$ cat src/rtl/seg_display_dec_if.sv
// seg_display_dec_if
//   Bundle between the timer/encoder side (master) and the display decoder
//   (slave).
//   load     : capture digits into the decoder's shadow register
//   digits   : four BCD nibbles, [15:12] tens of minutes ... [3:0] seconds
//   blank_lz : 1 = suppress leading zeros on digits 3..1
//   blink_en : 1 = blink the whole display
//   seg      : active-high segments {g,f,e,d,c,b,a}
//   an       : one-hot active-low digit enables
//   dp       : active-high mm:ss separator dot
interface seg_display_dec_if;
  logic        load;
  logic [15:0] digits;
  logic        blank_lz;
  logic        blink_en;
  logic [6:0]  seg;
  logic [3:0]  an;
  logic        dp;

  modport master (
    output load, digits, blank_lz, blink_en,
    input  seg, an, dp
  );

  modport slave (
    input  load, digits, blank_lz, blink_en,
    output seg, an, dp
  );
endinterface

$ cat src/rtl/seg_display_dec.sv
// seg_display_dec
//   Latches four BCD digits (mm:ss) and scans them onto a multiplexed
//   4-digit 7-segment display with leading-zero blanking, a dash for
//   invalid codes, the separator dot on digit 2 and a whole-display blink.
//   Ports:
//     clk   : system clock, all state on the rising edge
//     rst_n : asynchronous active-low reset
//     bus   : slave side of seg_display_dec_if (load/digits/blank_lz/
//             blink_en in, seg/an/dp out, all outputs registered)
//   Parameters:
//     REFRESH_DIV : cycles each digit stays active (>=1)
//     BLINK_DIV   : full scans per blink half-period (>=1)
module seg_display_dec #(
  parameter int REFRESH_DIV = 4,
  parameter int BLINK_DIV   = 8
) (
  input  logic              clk,
  input  logic              rst_n,
  seg_display_dec_if.slave  bus
);

  localparam int PRE_W  = (REFRESH_DIV > 1) ? $clog2(REFRESH_DIV) : 1;
  localparam int BCNT_W = (BLINK_DIV > 1) ? $clog2(BLINK_DIV) : 1;
  localparam logic [PRE_W-1:0]  PRE_LAST  = PRE_W'(REFRESH_DIV - 1);
  localparam logic [BCNT_W-1:0] BCNT_LAST = BCNT_W'(BLINK_DIV - 1);

  typedef enum logic {VIS, DARK} blink_t;

  logic [15:0]       r_shadow;
  logic [PRE_W-1:0]  r_pre;
  logic [1:0]        r_idx;
  logic [BCNT_W-1:0] r_bcnt;
  blink_t            r_state;
  logic [6:0]        r_seg;
  logic [3:0]        r_an;
  logic              r_dp;

  logic              w_tc;
  logic              w_wrap;
  blink_t            w_state_nxt;
  logic [BCNT_W-1:0] w_bcnt_nxt;
  logic [3:0]        w_digit;
  logic              w_blank;
  logic              w_visible;
  logic [6:0]        w_seg_nxt;
  logic [3:0]        w_an_nxt;
  logic              w_dp_nxt;

  function automatic logic [6:0] bcd_to_seg(input logic [3:0] code);
    logic [6:0] s;
    case (code)
      4'd0:    s = 7'h3F;
      4'd1:    s = 7'h06;
      4'd2:    s = 7'h5B;
      4'd3:    s = 7'h4F;
      4'd4:    s = 7'h66;
      4'd5:    s = 7'h6D;
      4'd6:    s = 7'h7D;
      4'd7:    s = 7'h07;
      4'd8:    s = 7'h7F;
      4'd9:    s = 7'h6F;
      default: s = 7'h40; // dash for non-BCD codes
    endcase
    return s;
  endfunction

  assign w_tc   = (r_pre == PRE_LAST);
  assign w_wrap = w_tc && (r_idx == 2'd3);

  // Shadow register and scan counters
  always_ff @(posedge clk or negedge rst_n) begin
    if (!rst_n) begin
      r_shadow <= '0;
      r_pre    <= '0;
      r_idx    <= '0;
    end else begin
      if (bus.load) r_shadow <= bus.digits;
      if (w_tc) begin
        r_pre <= '0;
        r_idx <= r_idx + 2'd1;
      end else begin
        r_pre <= r_pre + 1'b1;
      end
    end
  end

  // Blink FSM state register
  always_ff @(posedge clk or negedge rst_n) begin
    if (!rst_n) begin
      r_state <= VIS;
      r_bcnt  <= '0;
    end else begin
      r_state <= w_state_nxt;
      r_bcnt  <= w_bcnt_nxt;
    end
  end

  // Blink FSM next state: the scan-wrap counter only runs while blinking,
  // so the first half-period after blink_en rises always starts visible.
  always_comb begin
    w_state_nxt = r_state;
    w_bcnt_nxt  = r_bcnt;
    if (!bus.blink_en) begin
      w_state_nxt = VIS;
      w_bcnt_nxt  = '0;
    end else if (w_wrap) begin
      if (r_bcnt == BCNT_LAST) begin
        w_bcnt_nxt  = '0;
        w_state_nxt = (r_state == VIS) ? DARK : VIS;
      end else begin
        w_bcnt_nxt = r_bcnt + 1'b1;
      end
    end
  end

  // Digit select, blanking and output decode for the digit active now
  always_comb begin
    w_digit = r_shadow[3:0];
    w_blank = 1'b0;
    case (r_idx)
      2'd3: begin
        w_digit = r_shadow[15:12];
        w_blank = (r_shadow[15:12] == 4'd0);
      end
      2'd2: begin
        w_digit = r_shadow[11:8];
        w_blank = (r_shadow[15:8] == 8'd0);
      end
      2'd1: begin
        w_digit = r_shadow[7:4];
        w_blank = (r_shadow[15:4] == 12'd0);
      end
      default: begin
        w_digit = r_shadow[3:0];
        w_blank = 1'b0;
      end
    endcase
    w_blank = w_blank && bus.blank_lz;

    // blink_en is looked at directly so dropping it during DARK shows the
    // display on the very next edge.
    w_visible = !bus.blink_en || (r_state == VIS);

    w_seg_nxt = 7'h00;
    w_an_nxt  = 4'hF;
    w_dp_nxt  = 1'b0;
    if (w_visible) begin
      w_seg_nxt = w_blank ? 7'h00 : bcd_to_seg(w_digit);
      w_an_nxt  = ~(4'b0001 << r_idx);
      w_dp_nxt  = (r_idx == 2'd2);
    end
  end

  // Output registers: seg, an and dp switch on the same edge
  always_ff @(posedge clk or negedge rst_n) begin
    if (!rst_n) begin
      r_seg <= 7'h00;
      r_an  <= 4'hF;
      r_dp  <= 1'b0;
    end else begin
      r_seg <= w_seg_nxt;
      r_an  <= w_an_nxt;
      r_dp  <= w_dp_nxt;
    end
  end

  assign bus.seg = r_seg;
  assign bus.an  = r_an;
  assign bus.dp  = r_dp;

endmodule

$ cat src/flat_wrapper.sv
// flat-port wrapper written by rule: the top's interface ports become plain ports
module seg_display_dec_flat 
#(
  parameter int REFRESH_DIV = 4,
  parameter int BLINK_DIV   = 8
)
  (clk, rst_n, bus_load, bus_digits, bus_blank_lz, bus_blink_en, bus_seg, bus_an, bus_dp);
  seg_display_dec_if bus_i ();
  input  logic clk;
  input  logic rst_n;
  input wire logic [$bits(bus_i.load)-1:0] bus_load;
  input wire logic [$bits(bus_i.digits)-1:0] bus_digits;
  input wire logic [$bits(bus_i.blank_lz)-1:0] bus_blank_lz;
  input wire logic [$bits(bus_i.blink_en)-1:0] bus_blink_en;
  output wire logic [$bits(bus_i.seg)-1:0] bus_seg;
  output wire logic [$bits(bus_i.an)-1:0] bus_an;
  output wire logic [$bits(bus_i.dp)-1:0] bus_dp;
  assign bus_i.load = bus_load;
  assign bus_i.digits = bus_digits;
  assign bus_i.blank_lz = bus_blank_lz;
  assign bus_i.blink_en = bus_blink_en;
  assign bus_seg = bus_i.seg;
  assign bus_an = bus_i.an;
  assign bus_dp = bus_i.dp;
  seg_display_dec #(.REFRESH_DIV(REFRESH_DIV), .BLINK_DIV(BLINK_DIV)) u_core (.clk(clk), .rst_n(rst_n), .bus(bus_i));
endmodule
$ cat config.mk
export PLATFORM = sky130hd
export DESIGN_NAME = seg_display_dec_flat
export DESIGN_NICKNAME = d
export VERILOG_FILES = /design/src/rtl/seg_display_dec_if.sv /design/src/rtl/seg_display_dec.sv /design/src/flat_wrapper.sv
export SDC_FILE = /design/constraint.sdc
export NUM_CORES = 1
export LEC_CHECK = 0
export CORE_MARGIN = 4
export CORE_UTILIZATION = 40
export DETAILED_ROUTE_END_ITERATION = 8
export GPL_TIMING_DRIVEN = 0
export SYNTH_ARGS = -nofsm -noshare
export SYNTH_HDL_FRONTEND = slang
export SYNTH_SLANG_ARGS = --single-unit
$ cat constraint.sdc
create_clock -name clk -period 3 [get_ports clk]
set_input_delay 0.3 -clock clk [delete_from_list [all_inputs] [get_ports clk]]
set_output_delay 0.3 -clock clk [all_outputs]
set_load 0.05 [all_outputs]
=== After elaboration in Yosys (flattened, before gate mapping) ===
Memories as Yosys holds them, arrays and structs flattened.
Index checks and enable logic that the tools add are counted.

* Add/sub/neg operators: 3
* Equality and inequality tests: 7
* Shifts and indexed selects: 1
* Muxes and demuxes: 14
* Bitwise gates (word level): 2
* Reductions and logical operators: 8

{| class="wikitable"
|+ Operators with widths
! operator !! number
|-
| $mux W7 || 2
|-
| $logic_not A12 Y1 || 1
|-
| $pmux W4 S3 || 1
|-
| $mux W3 || 3
|-
| $logic_not A8 Y1 || 1
|-
| $eq A2 B2 Y1 const B || 3
|-
| $mux W1 || 5
|-
| $add A2 B1 Y2 const B || 2
|-
| $logic_not A4 Y1 || 1
|-
| $mux W4 || 1
|-
| $ne A2 B1 Y1 const B || 2
|-
| $not A4 Y4 || 1
|-
| $shl A1 B2 Y4 const A || 1
|-
| $add A3 B1 Y3 const B || 1
|-
| $eq A3 B3 Y1 const B || 1
|-
| $pmux W1 S3 || 1
|-
| $eq A2 B1 Y1 const B || 1
|-
| $logic_and A1 B1 Y1 || 2
|-
| $mux W2 || 1
|-
| $reduce_and A2 Y1 || 1
|-
| $logic_not A1 Y1 || 1
|-
| $logic_or A1 B1 Y1 || 1
|-
| $not A1 Y1 || 1
|}

* Bits in registers: 36
* Memory bits (read-only): 112
* Bits of input ports: 21
* Output and inout bits: 12
* Logic and storage cells: 44
* Memories: 1

{| class="wikitable"
|+ Memory list
! name !! words !! bits a word !! read ports !! clocked after memory_dff !! wr ports !! line !! text
|-
| (name not given) || 16 || 7 || 1 || 0 || 0 || seg_display_dec.sv:51 || <nowiki>case (code)</nowiki>
|}

=== Logic depth before layout (Yosys ltp) ===
* Depth in word-level cells: 5
* Gate-level depth with buffers: 10
* Depth with buffers taken out: 9

=== Worst setup path before layout ===
OpenSTA, ideal clock, no wires.

* Path type: register to register
* Start point: register u_core.r_idx[0]
* End point: register u_core.r_seg[0], in the netlist u_core.bus.seg[0]
* Setup time: 0.107 ns
* Arrival: 1.947 ns
* Required time: 2.893 ns
* Setup slack: 0.947 ns
* Cell stages (with the launch flop): 11
* Clock period less this slack: 2.053 ns
* Cell sequence: dfrtp_1 > inv_1 > ha_1 > buf_2 > inv_2 > a2bb2oi_2 > inv_1 > ha_1 > nor2b_2 > nor3_4 > a2111oi_4

* Longest elaborated chain between the ends: 5
* Elaborated cells on any way between the ends: 9
* Classes of those cells: 3 x eq/ne; 4 x mux; 1 x reduce/logical; 1 x memory

{| class="wikitable"
|+ Ends and longest elaborated chain
! what !! line !! text
|-
| from (decl) || seg_display_dec.sv:31 || <nowiki>logic [1:0] r_idx;</nowiki>
|-
| from (signal assigned) || seg_display_dec.sv:80 || <nowiki>r_idx <= r_idx + 2'd1;</nowiki>
|-
| $eq A2 B1 Y1 / $eq A2 B2 Y1 (equally long branches) || seg_display_dec.sv:120 || <nowiki>case (r_idx)</nowiki>
|-
| $pmux W4 S3 / $pmux W1 S3 (equally long branches) || seg_display_dec.sv:120 ||
|-
| $mem_v2 Z16 W7 / $logic_and A1 B1 Y1 (equally long branches) || n/a ||
|-
| $mux W7 (*) || seg_display_dec.sv:148 || <nowiki>w_seg_nxt = w_blank ? 7'h00 : bcd_to_seg(w_digit);</nowiki>
|-
| $mux W7 (*) || seg_display_dec.sv:147 || <nowiki>if (w_visible) begin</nowiki>
|-
| via u_core.w_seg_nxt[0] || seg_display_dec.sv:45 || <nowiki>logic [6:0] w_seg_nxt;</nowiki>
|-
| to (signal assigned) || seg_display_dec.sv:161 || <nowiki>r_seg <= w_seg_nxt;</nowiki>
|-
| to (decl) || seg_display_dec.sv:34 || <nowiki>logic [6:0] r_seg;</nowiki>
|}

The timed path passes the listed nets; every way through them passes the cells marked *.
A chain may end at the register's enable or synchronous reset.

=== Worst setup path in the final report ===
* Start point: register u_core.r_idx[1]
* End point: register u_core.r_seg[3], in the netlist u_core.bus.seg[3]

The elaborated chain is that of the path after synthesis.

==> out/metrics.yaml <==
logic_synthesis:
  ys_seq_elements: 36
  synth_cells: 142
  synth-seq-area-share_pct: 50.3
  ys_async_sr_fraction_pct: 100
  syn-num-nets: 176
  netlist_area_um2: 1800
  ys.flop_type: "dfrtp_1"
  avgSynthCellArea_um2: 12.7
  yosys_warnings: 0
  yosysUniqueCellTypes: 42
  synth-edff-count: 0
critical_path:
  critPathArrivalTime_ns: 2.47
  crit_path_top_delay_cell: "dfrtp_1"
  crit_start: "u_core.r_idx[1]"
  cp-end-kind: "register"
  cpPeakStageDelay_ns: 0.41
  worstSetupPathType: "register to register"
  required_ns: 3.18
  crit_chain: "inv_1 > ha_1 > a22oi_1 > a2bb2oi_2 > inv_1 > ha_1 > nor2b_2 > nor3_4 > a2111oi_4"
  startpoint_type: "register"
  worstPathMaxFanout: 6
  r2r_start: "u_core.r_idx[1]"
placement:
  gp_congestion: 0.792
  portBuffers: 31
  dpl.hpwl_mm: 2.57
floorplan:
  rows: 24
  die-area_um2: 5640
  core-area_um2: 4350
  start_util_pct: 41.4
  die_x_um: 75.1
  die_y_um: 75.1
  io_pins: 33
timing:
  fmax_mhz: 438
  finalCriticalPeriod_ns: 2.28
  rsz0062_at_grt: "no"
  slew_headroom_pct: 48.5
  period_share_pct: 76.1
  finClkSkew_ns: 0.00168
  fin_tns_setup_ns: 0
  slew_violations: 0
  worstMarginPinSlew_ns: 0.773
  setup_viol: 0
  hold_viol_final: 0
grt:
  antenna_found_initial: 0
  grt_pass1_vias: 1241
  grt_pass1_wl_mm: 5.65
  grt_max_degree: 37
  grt_usage_pct: 13.4
  overflow: 0
drt:
  antenna_left: 0
  drcViolationCount: 0
  vias: 1198
  routedWlPerCell_um: 14.2
  drt_iter0_drc: 58
  drt_wl_total_mm: 3.31
  routed_via_density: 5.14
  firstDrtPassIters: 4
clock_network:
  clock_path_buffers: 2
  cts_buffers: 5
  hold_buffers: 0
  cts_tree: "yes"
  htreeDepth: 2
  cts-resized-gates: 0
  clk_pin_slew_ns: 0.07
  cts-root-buf: "clkbuf_8"
  clkLatencyLatePin_ns: 0.28
  cts_setup_buffers: 0
  cts.sinks: 36
power:
  ir_drop_v: 0.000234
  finalPower_uw: 1160
  p_leak_uw: 0.000955
  p_per_area_nw_per_um2: 509
hold_path:
  hp-class: "input port to asynchronous set/reset pin"
run:
  max_cap_viol_count: 0
cells_and_area:
  syn2layout_area_growth_pct: 26.1
  antenna_cells: 0
  final_cell_mix: "32 x dfrtp_1, 30 x clkdlybuf4s50_1, 15 x mux2_2"
  final_common_cell: "dfrtp_1"
  final_nets: 214
  layout-drive-gt1-share_pct: 25.4
status:
  status: "completed"
==> layer usage <==
layer	track usage, %	wire [µm]
met2	22.1	1560
met4	6.32	72
met5	0	0
met1	16.4	1490
met3	3.20	185
==> cell usage after synthesis (2+ instances only) <==
cell	instances	area share, %
buf_6	2	1.2
nand2_1	12	2.5
a22oi_2	2	1.4
a2111oi_4	2	3.1
clkbuf_1	2	0.42
nor4_1	3	1.0
nand3_1	3	0.83
dfrtp_1	32	44
o21ai_0	3	0.83
a21oi_1	9	2.5
a22oi_1	2	0.83
buf_2	2	0.56
mux2_2	15	9.4
ha_1	13	9.0
and2_1	2	0.69
nor2_1	2	0.42
dfstp_2	4	5.8
inv_1	6	1.2
nor2b_1	3	1.0
==> state kept, by name, indices dropped and copies added, names as in the netlist <==
signal and flops:
u_core.r_pre 2, u_core.r_state 1, u_core.r_bcnt 3, u_core.r_shadow 16, u_core.bus.seg 7, u_core.r_idx 2, u_core.bus.an 4, u_core.bus.dp 1
==> cell families after synthesis <==
family / after synthesis / share of synthesized area (%)
muxes: 15 / 9.37
AOI/OAI and AO/OA: 30 / 15.8
xor gates and xnor gates: 2 / 0.972
buffers and inverters: 13 / 3.68
DFF: 36 / 50.3
adders and majority gates: 13 / 9.03
and+or+nand+nor: 33 / 10.8
==> final timing paths <==
check / endpoint / slack [ns] / depth (start not counted)
worst max-delay path: u_core.bus.seg[3] / 0.72 / 9
worst min-delay path: u_core.r_idx[0] / 0.09 / 1
worst max register to register: u_core.bus.seg[3] / 0.72 / 9
worst min register to register: u_core.r_pre[0] / 0.43 / 1
max in group asynchronous: u_core.r_shadow[3] / 2.42 / 1
min in group clk: u_core.r_pre[0] / 0.43 / 1
==> per-stage QoR <==
| step | std cells | utilization [%] | setup slack, ns | hold WS, ns | cell area, µm² |
|---|---|---|---|---|---|
| 4_1_cts | 233 | 52.2 | 0.701 | 0.123 | 2270 |
| 3_5_place_dp | 225 | 49.9 | 0.733 | 0.420 | 2170 |
| 6_report | 233 | 52.2 | 0.718 | 0.0939 | 2270 |
| 2_1_floorplan | 142 | - | 0.947 | 0.00441 | 1800 |
| 3_3_place_gp | 225 | 50.0 | 0.768 | 0.414 | 2180 |
| 5_1_grt | 233 | 52.2 | 0.506 | 0.179 | 2270 |
==> worst max-delay path, delay by kind of cell (launching register included) <==
| kind | cells | cell delay (ns) |
|---|---|---|
| adder cells (fa/ha/maj) | 2 | 0.53 |
| flip-flops | 1 | 0.41 |
| AO/OA/AOI/OAI | 3 | 0.73 |
| AND/OR/NAND/NOR | 2 | 0.22 |
| buffers and inverters | 2 | 0.28 |
==> power by group <==
part	switching, µW	leakage, µW	internal [µW]
logic	130	0.000473	106
clock network	163	0.0000515	209
registers	23.4	0.000431	524
total	317	0.000955	839
==> area by class of cell <==
class	count	area (µm²)
multi-input combinational	93	830
tap	52	65.1
clock buffer	8	100
fill	373	2080
sequential	36	906
inverter	7	26.3
timing repair buffer	31	305
buffer	6	40.0
(Power assumes the default switching activity.)
